$ cat config.mk
export PLATFORM = sky130hd
export DESIGN_NAME = usb_pkt_tx
export DESIGN_NICKNAME = d
export VERILOG_FILES = /design/src/rtl/usb_pkt_tx.sv
export SDC_FILE = /design/constraint.sdc
export NUM_CORES = 1
export LEC_CHECK = 0
export ABC_AREA = 1
export CAP_MARGIN = 25
export CORE_UTILIZATION = 55
export CTS_BUF_LIST = sky130_fd_sc_hd__clkbuf_2 sky130_fd_sc_hd__clkbuf_4 sky130_fd_sc_hd__clkbuf_8
export DETAILED_ROUTE_END_ITERATION = 8
export GPL_TIMING_DRIVEN = 1
export PLACE_DENSITY_LB_ADDON = 0.05
export SLEW_MARGIN = 20
export SYNTH_ARGS = -nofsm -noshare
export SYNTH_HDL_FRONTEND = slang
export SYNTH_SLANG_ARGS = --single-unit
$ cat constraint.sdc
create_clock -name clk -period 3.8 [get_ports clk]
set_input_delay 0.76 -clock clk [delete_from_list [all_inputs] [get_ports clk]]
set_output_delay 0.76 -clock clk [all_outputs]
set_load 0.005 [all_outputs]
$ cat src/rtl/usb_pkt_tx.sv
// USB low-speed packet transmitter: PID, optional payload with CRC16, then an
// idle gap before the next packet may start.
module usb_pkt_tx #(
    parameter int GAP_CLKS = 64
) (
    input  logic       clk,
    input  logic       reset,
    input  logic       start,
    input  logic [3:0] pid,
    input  logic [3:0] len,
    output logic [2:0] buf_addr,
    input  logic [7:0] buf_data,
    output logic [7:0] tx_data,
    output logic       tx_valid,
    input  logic       tx_ready,
    output logic       busy,
    output logic       done,
    output logic       err
);

    localparam int CW = $clog2(GAP_CLKS + 1);

    typedef enum logic [2:0] {
        IDLE, PID, DATA, CRC_LO, CRC_HI, GAP
    } state_t;

    state_t        state, state_d;
    logic [7:0]    tx_data_d;
    logic          tx_valid_d;
    logic [2:0]    buf_addr_d;
    logic          err_d;
    logic [15:0]   crc, crc_d, crc_nx;
    logic [CW-1:0] gap_cnt, gap_d;
    logic [3:0]    len_r, len_d;
    logic [3:0]    idx, idx_d;
    logic          data_pkt, data_pkt_d;
    logic          consume;
    logic          pid_data, pid_hs, pid_ok;

    // Reflected CRC16 (0x8005 -> 0xA001), one byte LSB-first.
    function automatic logic [15:0] crc16_byte(
        input logic [15:0] c,
        input logic [7:0]  d
    );
        logic [15:0] r;
        r = c ^ {8'h00, d};
        for (int i = 0; i < 8; i++)
            r = r[0] ? ((r >> 1) ^ 16'hA001) : (r >> 1);
        return r;
    endfunction

    assign consume  = tx_valid & tx_ready;
    assign crc_nx   = crc16_byte(crc, tx_data);
    assign pid_data = (pid == 4'b0011) || (pid == 4'b1011);
    assign pid_hs   = (pid == 4'b0010) || (pid == 4'b1010)
                   || (pid == 4'b1110);
    assign pid_ok   = (pid_data && len <= 4'd8) || pid_hs;

    // Done occupies the last GAP cycle, so a coincident start sees a busy FSM.
    assign done = (state == GAP) && (gap_cnt == CW'(GAP_CLKS));
    assign busy = (state != IDLE) && !done;

    always_comb begin
        state_d    = state;
        tx_data_d  = tx_data;
        tx_valid_d = tx_valid;
        buf_addr_d = buf_addr;
        err_d      = 1'b0;
        crc_d      = crc;
        gap_d      = gap_cnt;
        len_d      = len_r;
        idx_d      = idx;
        data_pkt_d = data_pkt;
        unique case (state)
            IDLE: begin
                if (start && pid_ok) begin
                    tx_data_d  = {~pid, pid};
                    tx_valid_d = 1'b1;
                    buf_addr_d = 3'd0;
                    crc_d      = 16'hFFFF;
                    len_d      = len;
                    idx_d      = 4'd0;
                    data_pkt_d = pid_data;
                    gap_d      = '0;
                    state_d    = PID;
                end else if (start) begin
                    err_d = 1'b1;
                end
            end
            PID: begin
                if (consume) begin
                    if (!data_pkt) begin
                        tx_valid_d = 1'b0;
                        gap_d      = '0;
                        state_d    = GAP;
                    end else if (len_r != 4'd0) begin
                        tx_data_d  = buf_data;
                        buf_addr_d = buf_addr + 3'd1;
                        idx_d      = 4'd0;
                        state_d    = DATA;
                    end else begin
                        tx_data_d = ~crc[7:0];
                        state_d   = CRC_LO;
                    end
                end
            end
            DATA: begin
                if (consume) begin
                    crc_d = crc_nx;
                    if (idx == len_r - 4'd1) begin
                        tx_data_d = ~crc_nx[7:0];
                        state_d   = CRC_LO;
                    end else begin
                        tx_data_d  = buf_data;
                        buf_addr_d = buf_addr + 3'd1;
                        idx_d      = idx + 4'd1;
                    end
                end
            end
            CRC_LO: begin
                if (consume) begin
                    tx_data_d = ~crc[15:8];
                    state_d   = CRC_HI;
                end
            end
            CRC_HI: begin
                if (consume) begin
                    tx_valid_d = 1'b0;
                    gap_d      = '0;
                    state_d    = GAP;
                end
            end
            GAP: begin
                if (gap_cnt == CW'(GAP_CLKS)) begin
                    gap_d   = '0;
                    state_d = IDLE;
                end else begin
                    gap_d = gap_cnt + CW'(1);
                end
            end
            default: state_d = IDLE;
        endcase
    end

    always_ff @(posedge clk) begin
        if (reset) begin
            state    <= IDLE;
            tx_data  <= 8'h00;
            tx_valid <= 1'b0;
            buf_addr <= 3'd0;
            err      <= 1'b0;
            crc      <= 16'hFFFF;
            gap_cnt  <= '0;
            len_r    <= 4'd0;
            idx      <= 4'd0;
            data_pkt <= 1'b0;
        end else begin
            state    <= state_d;
            tx_data  <= tx_data_d;
            tx_valid <= tx_valid_d;
            buf_addr <= buf_addr_d;
            err      <= err_d;
            crc      <= crc_d;
            gap_cnt  <= gap_d;
            len_r    <= len_d;
            idx      <= idx_d;
            data_pkt <= data_pkt_d;
        end
    end

endmodule

==> results of run 1 <==
cell usage after synthesis:
cell type | n | share of area
nand2_1 | 78 | 0.11
inv_1 | 52 | 0.070
dfxtp_1 | 48 | 0.35
nand3_1 | 43 | 0.078
a21oi_1 | 38 | 0.069
nor2_1 | 32 | 0.043
o21ai_0 | 18 | 0.032
nor3_1 | 17 | 0.031
o21ai_1 | 14 | 0.025
xnor2_1 | 7 | 0.022
ha_1 | 6 | 0.027
inv_2 | 6 | 0.0081
o211ai_1 | 6 | 0.016
clkbuf_1 | 4 | 0.0054
nand2_2 | 4 | 0.0090
nand4_1 | 4 | 0.0090
xor2_1 | 4 | 0.013
a211oi_1 | 3 | 0.0081
buf_2 | 3 | 0.0054
nor2_2 | 3 | 0.0068
nor3b_1 | 3 | 0.0081
o2111ai_1 | 3 | 0.0095
a221oi_1 | 2 | 0.0063
and3_1 | 2 | 0.0045
buf_4 | 2 | 0.0054
clkinv_1 | 2 | 0.0027
o22ai_1 | 2 | 0.0045
o31ai_1 | 2 | 0.0054
or2_2 | 2 | 0.0045
a21oi_4 | 1 | 0.0059
a22oi_1 | 1 | 0.0027
a311oi_1 | 1 | 0.0032
nor4_1 | 1 | 0.0023
o41ai_1 | 1 | 0.0032
or2_1 | 1 | 0.0023
how the worst min path moves through the flow:
stage / end / slack, ps / depth (start not counted)
global placement: data_pkt / 460 / 2
floorplan: data_pkt / 450 / 2
CTS: data_pkt / 480 / 2
detailed placement: data_pkt / 470 / 2
finish: data_pkt / 490 / 2
global route: gap_cnt[0] / 510 / 2
routing by layer:
layer | routed length [um] | track usage | vias to the layer above | part of all wire
met4 | 217 | 0.131 | 0 | 0.028
met5 | 0 | 0 | - | 0
met3 | 716 | 0.0649 | 29 | 0.094
li1 | - | - | 1470 | -
met2 | 3310 | 0.461 | 152 | 0.43
met1 | 3390 | 0.405 | 1347 | 0.44
flip-flops by register name, summed over array words and instances (netlist names):
signal    cells
buf_addr      3
err           1
tx_valid      1
tx_data       8
crc          16
state         3
idx           4
data_pkt      1
gap_cnt       7
len_r         4
area by class of cell:
cell class	count	area, sq um
multi-input combinational	299	1540
clock buffer	7	96.3
sequential	48	961
inverter	60	225
clock inverter	1	30.0
timing repair buffer	39	378
fill	437	1470
tap	67	83.8
power groups by stage:
stage,combinational (mW),sequential [mW],clock (mW)
2_1_floorplan,0.991,0.691,0
5_1_grt,1.52,0.712,0.433
6_report,1.37,0.702,0.411
3_5_place_dp,1.33,0.710,0
3_3_place_gp,1.30,0.709,0
4_1_cts,1.34,0.699,0.414
kinds of logic (layout without fill, tap and decap cells):
family,count (synthesis),in the layout,share of synthesized area
and+or+nand+nor,190,190,0.303
adders and majority gates,6,6,0.0271
buffers and inverters,69,107,0.0974
DFF,48,48,0.346
xor gates and xnor gates,11,11,0.0347
AOI/OAI and AO/OA,92,92,0.191
worst max-delay path, delay by kind of cell:
family	cells	cell delay [ps]
AO/OA/AOI/OAI	5	1060
buffers and inverters	3	780
AND/OR/NAND/NOR	6	580
metrics by stage:
stage	instance area [sq um]	util	hold slack [ps]	power [mW]	std cells
floorplan	2780	-	445	1.68	416
global placement	3190	0.667	459	2.00	513
detailed placement	3190	0.667	470	2.04	513
CTS	3320	0.693	485	2.45	521
global route	3320	0.693	515	2.66	521
finish	3320	0.693	486	2.48	521
==> flow_summary.yaml, run 1 <==
run_status:
  status: "complete, no violations"
power_and_ir_drop:
  clock_power_share: 0.166
  power.internal_mw: 1.32
  swShare: 0.469
  switchingPower_mw: 1.16
  power_density_nw_per_um2: 748
  peakVddDrop_v: 0.000352
  power_frac_comb: 0.552
  power_leakage_nw: 1.43
  p_seq_frac: 0.283
clocking:
  cts.sinks: 48
  root_buffer: "clkbuf_8"
  clock_latency_ps: 310
  cts_buffer_depth: 2
  hold_buffers: 0
  post-cts-setup-buffers: 0
  cts_buffers: 5
  clk_pin_slew_ps: 90
  cts_tree: "done"
  htree_levels: 2
  post_cts_resize_count: 0
worst_hold_path:
  hold_path.class: "reg2reg"
  hp-start: "data_pkt"
grt:
  grt_pass1_wl_um: 12200
  grt_pass1_vias: 2620
  grt_max_degree: 18
  overflow: 0
  antenna_found_initial: 0
  grt_usage: 0.301
placement:
  dpl.hpwl_um: 5660
  place_ws_ps: 640
  port-buffer-count: 34
  gp_congestion: 0.967
timing:
  worst_pin_slew_ps: 599
  slew_headroom: 0.598
  final_max_slew_viol_count: 0
  fmaxAchievable_ghz: 0.335
  setup_viol: 0
  fin_crit_sh: 0.785
  fin_crit_ps: 2980
  rsz0062_at_grt: "false"
  setup-tns-final_ps: 0
  setup_ws_ps: 816
  skew_ps: 6.85
  hold_viol_final: 0
yosys:
  yosysUniqueCellTypes: 35
  syn-num-nets: 442
  syn_avg_cell_area_sq_um: 6.67
  synth-seq-cells: 48
  synthCells: 416
  yosysWarnings: 0
  syn_area_sq_um: 2780
  ys_seq_area_frac: 0.346
detailed_routing:
  postRouteWirelength_um: 7640
  drt_iter0_markers: 230
  drc: 0
  num_vias: 2998
  ant_nets: 0
  vias_per_cell: 5.75
  post_drt_wl_per_cell_um: 14.7
  dr.pass1.iters: 5
cells_and_area:
  drive_gt1_frac: 0.0639
  layout_common_cells: "nand2_1 (78), inv_1 (52), dfxtp_1 (48)"
  final_common_cell: "nand2_1"
  diodes: 0
  area_delta_synth_final_pct: 19.6
  nets: 479
critical_path:
  crit_fanout: 13
  rr_worst_depth: 16
  cp_slowest_stage_delay_ps: 430
  crit_start: "len[0]"
  crit_end: "crc[6]"
  crit_chain: "clkdlybuf4s50_1, o31ai_1, nand2_1, nand2_1, nand2_1, nand2_1, o21ai_1, nor2_2, buf_4, nand2_2, a21oi_4, inv_2, a21oi_1, o21ai_1"
  worstPathArrival_ps: 3190
  worstSetupStartpointType: "input port"
  rr_startpoint: "len_r[0]"
  cpMaxStageDelayCell: "clkdlybuf4s50_1"
  crit_required_ps: 4000
  cpMostUsedCell: "nand2_1"
  critPathKind: "in2reg"
  reg2reg_slack_ps: 1080
  worst_setup_path_end_kind: "flop"
  r2r_end: "crc[6]"
floorplan:
  core-area_sq_um: 4790
  die-area_sq_um: 5330
  dieHeight_um: 73.0
  initial_core_util: 0.580
  die_width_um: 73.0
  ios: 35
  placementRows: 25
run:
  drv_cap: 0
Note: power is estimated with default switching activity, not from simulation.
==> run 2, diff against run 1 <==
- clock period: 3.8 -> 2.9 ns (I/O delays scaled with it)
==> flow_summary.yaml, run 2 (same netlist as run 1, synthesis figures left out) <==
detailed_routing:
  vias_per_cell: 5.53
  num_vias: 2874
  postRouteWirelength_um: 7140
  ant_nets: 0
  post_drt_wl_per_cell_um: 13.7
  drc: 0
  dr.pass1.iters: 5
  drt_iter0_markers: 340
timing:
  skew_ps: 8.97
  setup_viol: 0
  worst_pin_slew_ps: 619
  fmaxAchievable_ghz: 0.383
  slew_headroom: 0.584
  setup-tns-final_ps: 0
  rsz0062_at_grt: "false"
  fin_crit_ps: 2610
  hold_viol_final: 0
  final_max_slew_viol_count: 0
  fin_crit_sh: 0.900
clocking:
  clk_pin_slew_ps: 80
  cts_buffer_depth: 2
  clock_latency_ps: 310
  post_cts_resize_count: 0
  post-cts-setup-buffers: 0
  cts_buffers: 5
  cts_tree: "done"
  htree_levels: 2
  hold_buffers: 0
  root_buffer: "clkbuf_8"
  cts.sinks: 48
floorplan:
  die-area_sq_um: 5330
  ios: 35
  core-area_sq_um: 4790
  placementRows: 25
  dieHeight_um: 73.0
  initial_core_util: 0.580
  die_width_um: 73.0
grt:
  antenna_found_initial: 0
  grt_max_degree: 21
  overflow: 0
  grt_pass1_wl_um: 11800
  grt_pass1_vias: 2514
  grt_usage: 0.288
cells_and_area:
  fin_cells: 520
  area_delta_synth_final_pct: 18.8
  layout_common_cells: "nand2_1 (78), inv_1 (52), dfxtp_1 (48)"
  regMostFlops: "crc"
  fill_cells: 448
  final_core_util: 0.689
  drive_gt1_frac: 0.0618
  final_common_cell: "nand2_1"
  top_regs: "crc: 16 flops, tx_data: 8 flops, gap_cnt: 7 flops"
  diodes: 0
  largest_reg_flops: 16
  nets: 480
placement:
  dpl.hpwl_um: 5370
  gp_congestion: 1.03
  dp_cells: 514
  port-buffer-count: 34
power_and_ir_drop:
  power_density_nw_per_um2: 955
  power_leakage_nw: 1.42
  power_mw: 3.15
  peakVddDrop_v: 0.000473
critical_path:
  reg2reg_slack_ps: 530
  worstSetupStartpointType: "input port"
  rr_startpoint: "len_r[0]"
  rr_worst_depth: 15
  crit_required_ps: 3140
  crit_start: "len[0]"
  crit_fanout: 9
  r2r_end: "crc[9]"
  worstPathArrival_ps: 2850
  critPathKind: "in2reg"
  worst_setup_path_end_kind: "flop"
worst_hold_path:
  hold_path.class: "reg2reg"
  hold_end: "data_pkt"
  hold_depth: 2
  hp-start: "data_pkt"
run:
  drv_cap: 0
run_status:
  status: "complete, no violations"
## run 2: worst max-delay path by stage
stage                  to  slack [ps]  depth (start not counted)
6_report       tx_data[7]         290                         12
5_1_grt        tx_data[7]          70                         12
4_1_cts        tx_data[7]         340                         12
3_5_place_dp   tx_data[7]          50                         12
3_3_place_gp   tx_data[7]          70                         12
2_1_floorplan     crc[12]         890                         14
## run 2: report_power, final
group          internal, mW  switching, mW  leakage [nW]
Combinational         0.637           1.13         0.977
Sequential            0.798          0.118         0.393
Clock                 0.248          0.217        0.0501
Total                  1.68           1.47          1.42
## run 2: per-stage QoR
step | setup WS (ps) | hold WS (ps) | instance area, sq um
3_5_place_dp | 47.2 | 472 | 3200
4_1_cts | 340 | 484 | 3300
5_1_grt | 71.7 | 489 | 3300
2_1_floorplan | 895 | 445 | 2780
6_report | 291 | 484 | 3300
3_3_place_gp | 65.3 | 460 | 3200
## run 2: final cells by class
cell class / count / area [sq um] / share of cell area
Multi-Input combinational cell: 299 / 1540 / 0.468
Inverter: 60 / 225 / 0.0683
Sequential cell: 48 / 961 / 0.291
Clock buffer: 5 / 68.8 / 0.0209
Clock inverter: 1 / 30.0 / 0.00910
Timing Repair Buffer: 40 / 385 / 0.117
Tap cell: 67 / 83.8 / 0.0254
## run 2: worst max-delay path: stages
cell             delay [ps]
clkdlybuf4s50_1         410
o31ai_1                 400
nand2_1                  90
nand2_1                  80
nand2_1                  60
nand2_1                  60
o21ai_1                 100
inv_1                   120
nand3_1                 280
a21oi_1                 390
o41ai_1                 140
a21oi_1                 130
## run 2: per-layer routing
layer	vias to the layer above	routed length, um	GRT usage
li1	1465	-	-
met1	1285	3320	0.406
met2	112	3160	0.443
met3	12	557	0.0470
met4	0	102	0.105
met5	-	0	0
